$ cat src/rtl/complex_product_accumulator.sv
// Accumulates LENGTH complex products into one complex dot-product result.
// Define CPA_LAST_EN to add the InLast port for early frame termination.
module complex_product_accumulator #(
    parameter int LENGTH = 16,
    parameter int CNT_W  = 4,
    parameter int ACC_W  = 21
) (
    input  logic                    Clk,
    input  logic                    Reset,
    input  logic                    InValid,
    output logic                    InReady,
    input  logic [33:0]             InProduct,
`ifdef CPA_LAST_EN
    input  logic                    InLast,
`endif
    output logic                    OutValid,
    input  logic                    OutReady,
    output logic signed [ACC_W-1:0] OutReal,
    output logic signed [ACC_W-1:0] OutImag
);

    localparam logic [CNT_W-1:0] LAST_CNT = CNT_W'(LENGTH - 1);

    logic signed [ACC_W-1:0] acc_real_q, acc_real_d;
    logic signed [ACC_W-1:0] acc_imag_q, acc_imag_d;
    logic        [CNT_W-1:0] count_q, count_d;
    logic                    out_valid_q, out_valid_d;
    logic signed [ACC_W-1:0] out_real_q, out_real_d;
    logic signed [ACC_W-1:0] out_imag_q, out_imag_d;

    logic                    close_beat;
    logic                    accept;
    logic signed [ACC_W-1:0] prod_real, prod_imag;
    logic signed [ACC_W-1:0] sum_real, sum_imag;

    assign prod_real = {{(ACC_W-17){InProduct[33]}}, InProduct[33:17]};
    assign prod_imag = {{(ACC_W-17){InProduct[16]}}, InProduct[16:0]};

`ifdef CPA_LAST_EN
    assign close_beat = (count_q == LAST_CNT) || InLast;
`else
    assign close_beat = (count_q == LAST_CNT);
`endif

    // Only the closing beat can be blocked by an undrained result.
    assign InReady = !(out_valid_q && !OutReady && close_beat);
    assign accept  = InValid && InReady;

    // Term 0 loads rather than adds, so Acc never needs clearing at frame close.
    assign sum_real = (count_q == '0) ? prod_real : acc_real_q + prod_real;
    assign sum_imag = (count_q == '0) ? prod_imag : acc_imag_q + prod_imag;

    always_comb begin
        acc_real_d  = acc_real_q;
        acc_imag_d  = acc_imag_q;
        count_d     = count_q;
        out_valid_d = out_valid_q;
        out_real_d  = out_real_q;
        out_imag_d  = out_imag_q;

        if (out_valid_q && OutReady) begin
            out_valid_d = 1'b0;
        end

        if (accept) begin
            if (close_beat) begin
                out_real_d  = sum_real;
                out_imag_d  = sum_imag;
                out_valid_d = 1'b1;
                count_d     = '0;
            end else begin
                acc_real_d = sum_real;
                acc_imag_d = sum_imag;
                count_d    = count_q + CNT_W'(1);
            end
        end
    end

    always_ff @(posedge Clk or posedge Reset) begin
        if (Reset) begin
            acc_real_q  <= '0;
            acc_imag_q  <= '0;
            count_q     <= '0;
            out_valid_q <= 1'b0;
            out_real_q  <= '0;
            out_imag_q  <= '0;
        end else begin
            acc_real_q  <= acc_real_d;
            acc_imag_q  <= acc_imag_d;
            count_q     <= count_d;
            out_valid_q <= out_valid_d;
            out_real_q  <= out_real_d;
            out_imag_q  <= out_imag_d;
        end
    end

    assign OutValid = out_valid_q;
    assign OutReal  = out_real_q;
    assign OutImag  = out_imag_q;

endmodule

$ cat config.mk
export PLATFORM = sky130hd
export DESIGN_NAME = complex_product_accumulator
export DESIGN_NICKNAME = d
export VERILOG_FILES = /design/src/rtl/complex_product_accumulator.sv
export SDC_FILE = /design/constraint.sdc
export NUM_CORES = 1
export LEC_CHECK = 0
export CAP_MARGIN = 20
export CELL_PAD_IN_SITES_DETAIL_PLACEMENT = 1
export CELL_PAD_IN_SITES_GLOBAL_PLACEMENT = 2
export CORE_MARGIN = 2
export CORE_UTILIZATION = 36
export DETAILED_ROUTE_END_ITERATION = 10
export PLACE_DENSITY = 0.95
export REMOVE_ABC_BUFFERS = 1
export SYNTH_ARGS = -nofsm -noshare
export SYNTH_HDL_FRONTEND = slang
export SYNTH_SLANG_ARGS = --single-unit
$ cat constraint.sdc
create_clock -name Clk -period 4.2 [get_ports Clk]
set_input_delay 0.84 -clock Clk [delete_from_list [all_inputs] [get_ports Clk]]
set_output_delay 0.84 -clock Clk [all_outputs]
set_load 0.005 [all_outputs]
==> flow_summary.ini <==
[power_and_ir_drop]
pwr_density_cell_mw_per_mm2 = 805
peakVddDrop_uv = 265
p_leak_nw = 3.15
power_w = 0.00570
p_seq_share_pct = 26.8
clockPowerShare_pct = 16.8
p_sw_w = 0.00239
p_int_w = 0.00331
pwr-share-comb_pct = 56.4
swShare_pct = 41.9

[global_route]
grt_max_degree = 61
grt_pass1_wl_um = 27700
met1_usage_pct = 25.3
antenna_found_initial = 0
grtUsageMet2_pct = 37.5
grt_usage_pct = 20.7
grt_pass1_vias = 5576
top_usage_layer = met2
overflow = 0
grt.met3_usage_pct = 3.85

[routing]
first_iter_violations = 236
drc = 0
wl_um = 16600
routedWlPerCell_um = 17.6
via_count = 5114
via_per_inst = 5.45
antenna_left = 0
firstDrtPassIters = 4

[synth]
avgSynthCellArea_um2 = 8.76
syn_area_mm2 = 0.00574
synth_cells = 655
yosysWarnings = 0
yosys.cell_types.count = 56
ys_ff_latch = 89
async_flop_share_pct = 100
synth_edf_count = 0
yosys_most_used_dff = dfrtp_1
seq_area_frac_synth_pct = 38.8

[floorplan]
ios = 82
die_w_um = 130
die_h_um = 130
rows = 46
initial_core_util_pct = 36.5
die_area_mm2 = 0.0170
core_mm2 = 0.0157

[clocking]
post_cts_buffers = 0
root_buffer = clkbuf_16
cts_tree = yes
path_clk_slew_ns = 0.07
cts_hold_buffers = 0
insertion_delay_ns = 0.36
numCtsBuffers = 9
cts_buffer_depth = 2
h-tree-depth = 3
ctsResizeCount = 0
clkSinkCount = 89

[setup_path]
endpoint_kind = flop
path_cells = clkdlybuf4s50_1, ha_1, fa_1, a21o_1, a221oi_2, o31a_1, o21ai_4, xnor2_1, or3_1, a31oi_1
critPathTopFamily = compound AO/OA/AOI/OAI gates
crit_required_ns = 4.47
critical-path-max-stage-delay_ns = 0.44
cp.arrival_ns = 3.71
critPathSlowestCell = clkdlybuf4s50_1
path_class = input pin to flop
cp_max_fo = 4
cp.buffers_inverters = 1
setup.worst_path.start_class = input pin

[timing]
worst-slew-pin-transition_ns = 1.10
hold_viol_final = 0
period_needed_ns = 3.43
fin_crit_sh_pct = 81.7
setup_viol = 0
fin_setup_tns_ns = 0
slew_headroom_pct = 27.0
slew_violations = 0
rsz0062_at_grt = no
fmax_mhz = 291
skew_ns = 0.00714
finalWorstSetupSlack_ns = 0.769

[layout]
drive_above_1_share_pct = 5.40
layout_commonest_cell = nand2_1
num-nets-final = 799
final_cell_mix = nand2_1 (108), dfrtp_1 (89), clkdlybuf4s50_1 (81)
antenna_cells = 0
syn_to_final_growth_pct = 23.4

[placement]
preCtsSetupSlack_ns = 0.403
gp_congestion = 0.884
dp_hpwl_um = 12100
numPortBuffers = 81

[run]
maxCapViolations = 0

[min_path]
hold_path.class = flop to flop

[outcome]
status = finished clean
-- worst min-delay path: cells and delay by family (launching register included) --
kind / cells / cell delay [ns]
AOI/OAI and AO/OA: 1 / 0.06
DFF: 1 / 0.34
and+or+nand+nor: 1 / 0.05
-- per-layer routing --
layer	share of wire, %	wire length (µm)
met4	1.2	204
met3	3.4	565
met1	45	7370
met2	51	8410
met5	0	0
-- synthesized netlist by cell type (7+ instances only) --
| library cell | n | share of area [%] |
|---|---|---|
| nand2_1 | 109 | 7.1 |
| dfrtp_1 | 89 | 39 |
| o21ai_0 | 77 | 6.7 |
| a21oi_1 | 54 | 4.7 |
| ha_1 | 42 | 9.2 |
| nor2_1 | 36 | 2.4 |
| clkbuf_1 | 23 | 1.5 |
| xor2_1 | 20 | 3.1 |
| a21o_1 | 19 | 2.5 |
| xnor2_1 | 15 | 2.3 |
| a31oi_1 | 14 | 1.5 |
| mux2i_1 | 14 | 2.4 |
| nand3_1 | 13 | 1.1 |
| nand4_1 | 12 | 1.3 |
| and3_1 | 10 | 1.1 |
| o31ai_1 | 9 | 1.2 |
| or3_1 | 9 | 0.98 |
| buf_2 | 7 | 0.61 |
-- cell families (layout without fill, tap and decap cells) --
logic type | count (synthesis) | count (layout) | share of synthesized area (%)
AO/OA/AOI/OAI | 219 | 219 | 24.0
XOR/XNOR | 35 | 35 | 5.34
adder cells (fa/ha/maj) | 44 | 44 | 9.86
buffers and inverters | 42 | 109 | 2.90
flip-flops | 89 | 89 | 38.8
multiplexers | 15 | 15 | 2.64
AND/OR/NAND/NOR | 211 | 211 | 16.5
-- metrics by stage --
step | instance area (µm²) | hold slack (ns) | utilization (%) | cells
6_report | 7080 | 0.478 | 45.1 | 938
5_1_grt | 7080 | 0.517 | 45.1 | 938
3_5_place_dp | 6740 | 0.470 | 42.9 | 922
3_3_place_gp | 6740 | 0.460 | 42.9 | 922
4_1_cts | 7080 | 0.484 | 45.1 | 938
2_1_floorplan | 5590 | 0.453 | - | 619
-- final cells by class --
type	instances	area, µm²
clock buffers	11	243
flip-flops and latches	89	2230
repair buffers	87	868
inverters	6	23.8
fillers	1820	8630
clock inverters	5	103
well taps	216	270
multi-input cells	524	3350
-- state kept, by name, summed over array words and instances, names as in the netlist --
signal / cells
OutImag: 21
OutReal: 21
OutValid: 1
acc_imag_q: 21
acc_real_q: 21
count_q: 4
-- power by group through the flow --
stage          Combinational [W]  Sequential, W  Clock [W]
2_1_floorplan            0.00215        0.00150          0
3_3_place_gp             0.00306        0.00152          0
3_5_place_dp             0.00321        0.00155          0
4_1_cts                  0.00324        0.00154   0.000976
5_1_grt                  0.00362        0.00159    0.00101
6_report                 0.00321        0.00153   0.000955
-- worst paths after layout --
kind                       slack [ns]     endpoint  cells after the start           from
setup / recovery                 0.77  OutImag[20]                     10   InProduct[0]
hold reg to reg                  0.48  OutImag[12]                      2    OutImag[12]
hold / removal                   0.48  OutImag[12]                      2    OutImag[12]
min in group asynchronous        0.84  OutReal[19]                      2          Reset
setup reg to reg                 1.35  OutImag[20]                      9  acc_imag_q[0]
max in group asynchronous        2.54   OutImag[4]                      3          Reset
Power figures use the tool's default switching activity.
==> RTL edit (config.mk and constraints unchanged) <==
The option `CPA_LAST_EN` is turned on by a define.
--- a/src/rtl/complex_product_accumulator.sv
+++ b/src/rtl/complex_product_accumulator.sv
@@ -1,4 +1,6 @@
 // Accumulates LENGTH complex products into one complex dot-product result.
 // Define CPA_LAST_EN to add the InLast port for early frame termination.
+`define CPA_LAST_EN
+
 module complex_product_accumulator #(
     parameter int LENGTH = 16,
Ports: changed (added InLast); port bits go from 82 to 83. No check against the original RTL was run, so the function may have changed too.
==> RTL edit against the original RTL <==
Wire length increased by 2.8%; area after synthesis increased by 1.9%; sequential cell count unchanged; synthesized cell count increased by 5.8%; worst setup slack improved by 130 ps; utilization about the same; power decreased by 15%; design area increased by 1.0%; critical endpoint is now acc_imag_q[16]$_DFFE_PP0P_.
==> RTL edit: results (changes against the original RTL) <==
- Status: finished clean
- Total Routing Usage GR: 0.204 (-0.00295)
- Total routed wirelength: 17000 microns (+2.8%)
- Comb group: 2550 uW (-21%)
- Synth Area in Compound Gates: 0.234 (-0.00544)
- Most frequent cells after synthesis: 134 x nand2_1, 89 x dfrtp_1, 89 x o21ai_0
- Met1 wire length: 7640 microns (+3.7%)
- Post-Layout Cell Count: 973 (+3.7%)
- Largest net degree at the start of global routing: 60 (-1.6%)
- Met3 Resource Use GR: 0.0305 (-0.00806)
- Vias in the first global route: 5742 (+3.0%)
- WP data arrival: 3510 ps (-200 ps)
- Synth Area in Adders: 0.0968 (-0.00179)
- CLK BUF: 14 (+3)
- Max Clock Skew: 6.27 ps (-0.868 ps)
- Worst Tran Pin Value: 1090 ps (-9.87 ps)
- Clk buf depth: 2 (unchanged)
- Fraction of synthesized area in multiplexers: 0.0394 (+0.0130)
- First-pass GRT wire length: 28800 microns (+4.0%)
- Multi-input gates: 555 (+5.9%)
- Leak: 0.00323 uW (+2.6%)
- Drt initial violations: 277 (+17%)
- Clock-cell share: 0.0432 (-0.00557)
- Met2 Wirelength: 8360 microns (-0.57%)
- Met3 WL: 502 microns (-11%)
- Vias per std cell: 5.49 (+0.63%)
- Non-clk buf share: 0.122 (-0.000565)
- Signal buffers: 89 (+2.3%)
- Sequential fraction of the synthesis area: 0.381 (-0.00706)
- Fin nets: 835 (+4.5%)
- Layout cells sized above 1: 0.0489 (-0.00514)
- NetSw: 1980 uW (-17%)
- GRT met2 Usage: 0.357 (-0.0173)
- Sw frac: 0.409 (-0.0104)
- XOR/XNOR Fraction of Synth Area: 0.0405 (-0.0130)
- Synth top area cells: dfrtp_1 38%, ha_1 9.0%, nand2_1 8.6%
- VDD IR max: 0.225 mV (-15%)
- Fillers: 1887 (+3.7%)
- Non-clk invs: 8 (+2)
- TNS Setup: 0 ps (unchanged)
- Post-detail-place hpwl: 12300 microns (+1.2%)
- # port buffers: 82 (+1.2%)
- Pre-CTS setup slack: 527 ps (+124 ps)
- CTS buffer count: 9 (unchanged)
[RTL edit: cell types whose count changed in the layout (fill, tap and decap cells not counted), sizes merged, moves of 4 or more]
cell	delta
o21ai	+12
o31ai	-6
nand2	+25
mux2i	+9
nor3	+11
xor2	-5
nor3b	-4
o21a	+5
[RTL edit: path summary, 6_finish.rpt]
path,to,slack [ps],cells after the start
min reg2reg,OutImag[2]$_DFFE_PP0P_,480,2
min in group asynchronous,OutImag[1]$_DFFE_PP0P_,840,2
min,OutImag[2]$_DFFE_PP0P_,480,2
max reg2reg,acc_imag_q[16]$_DFFE_PP0P_,1460,9
max in group asynchronous,acc_real_q[15]$_DFFE_PP0P_,2520,3
max,acc_imag_q[16]$_DFFE_PP0P_,900,10
[RTL edit: metrics by stage]
step | hold slack (ps) | area, sq um
2_1_floorplan | 453 | 5690
3_3_place_gp | 461 | 6850
3_5_place_dp | 470 | 6850
4_1_cts | 485 | 7160
5_1_grt | 502 | 7160
6_report | 478 | 7160
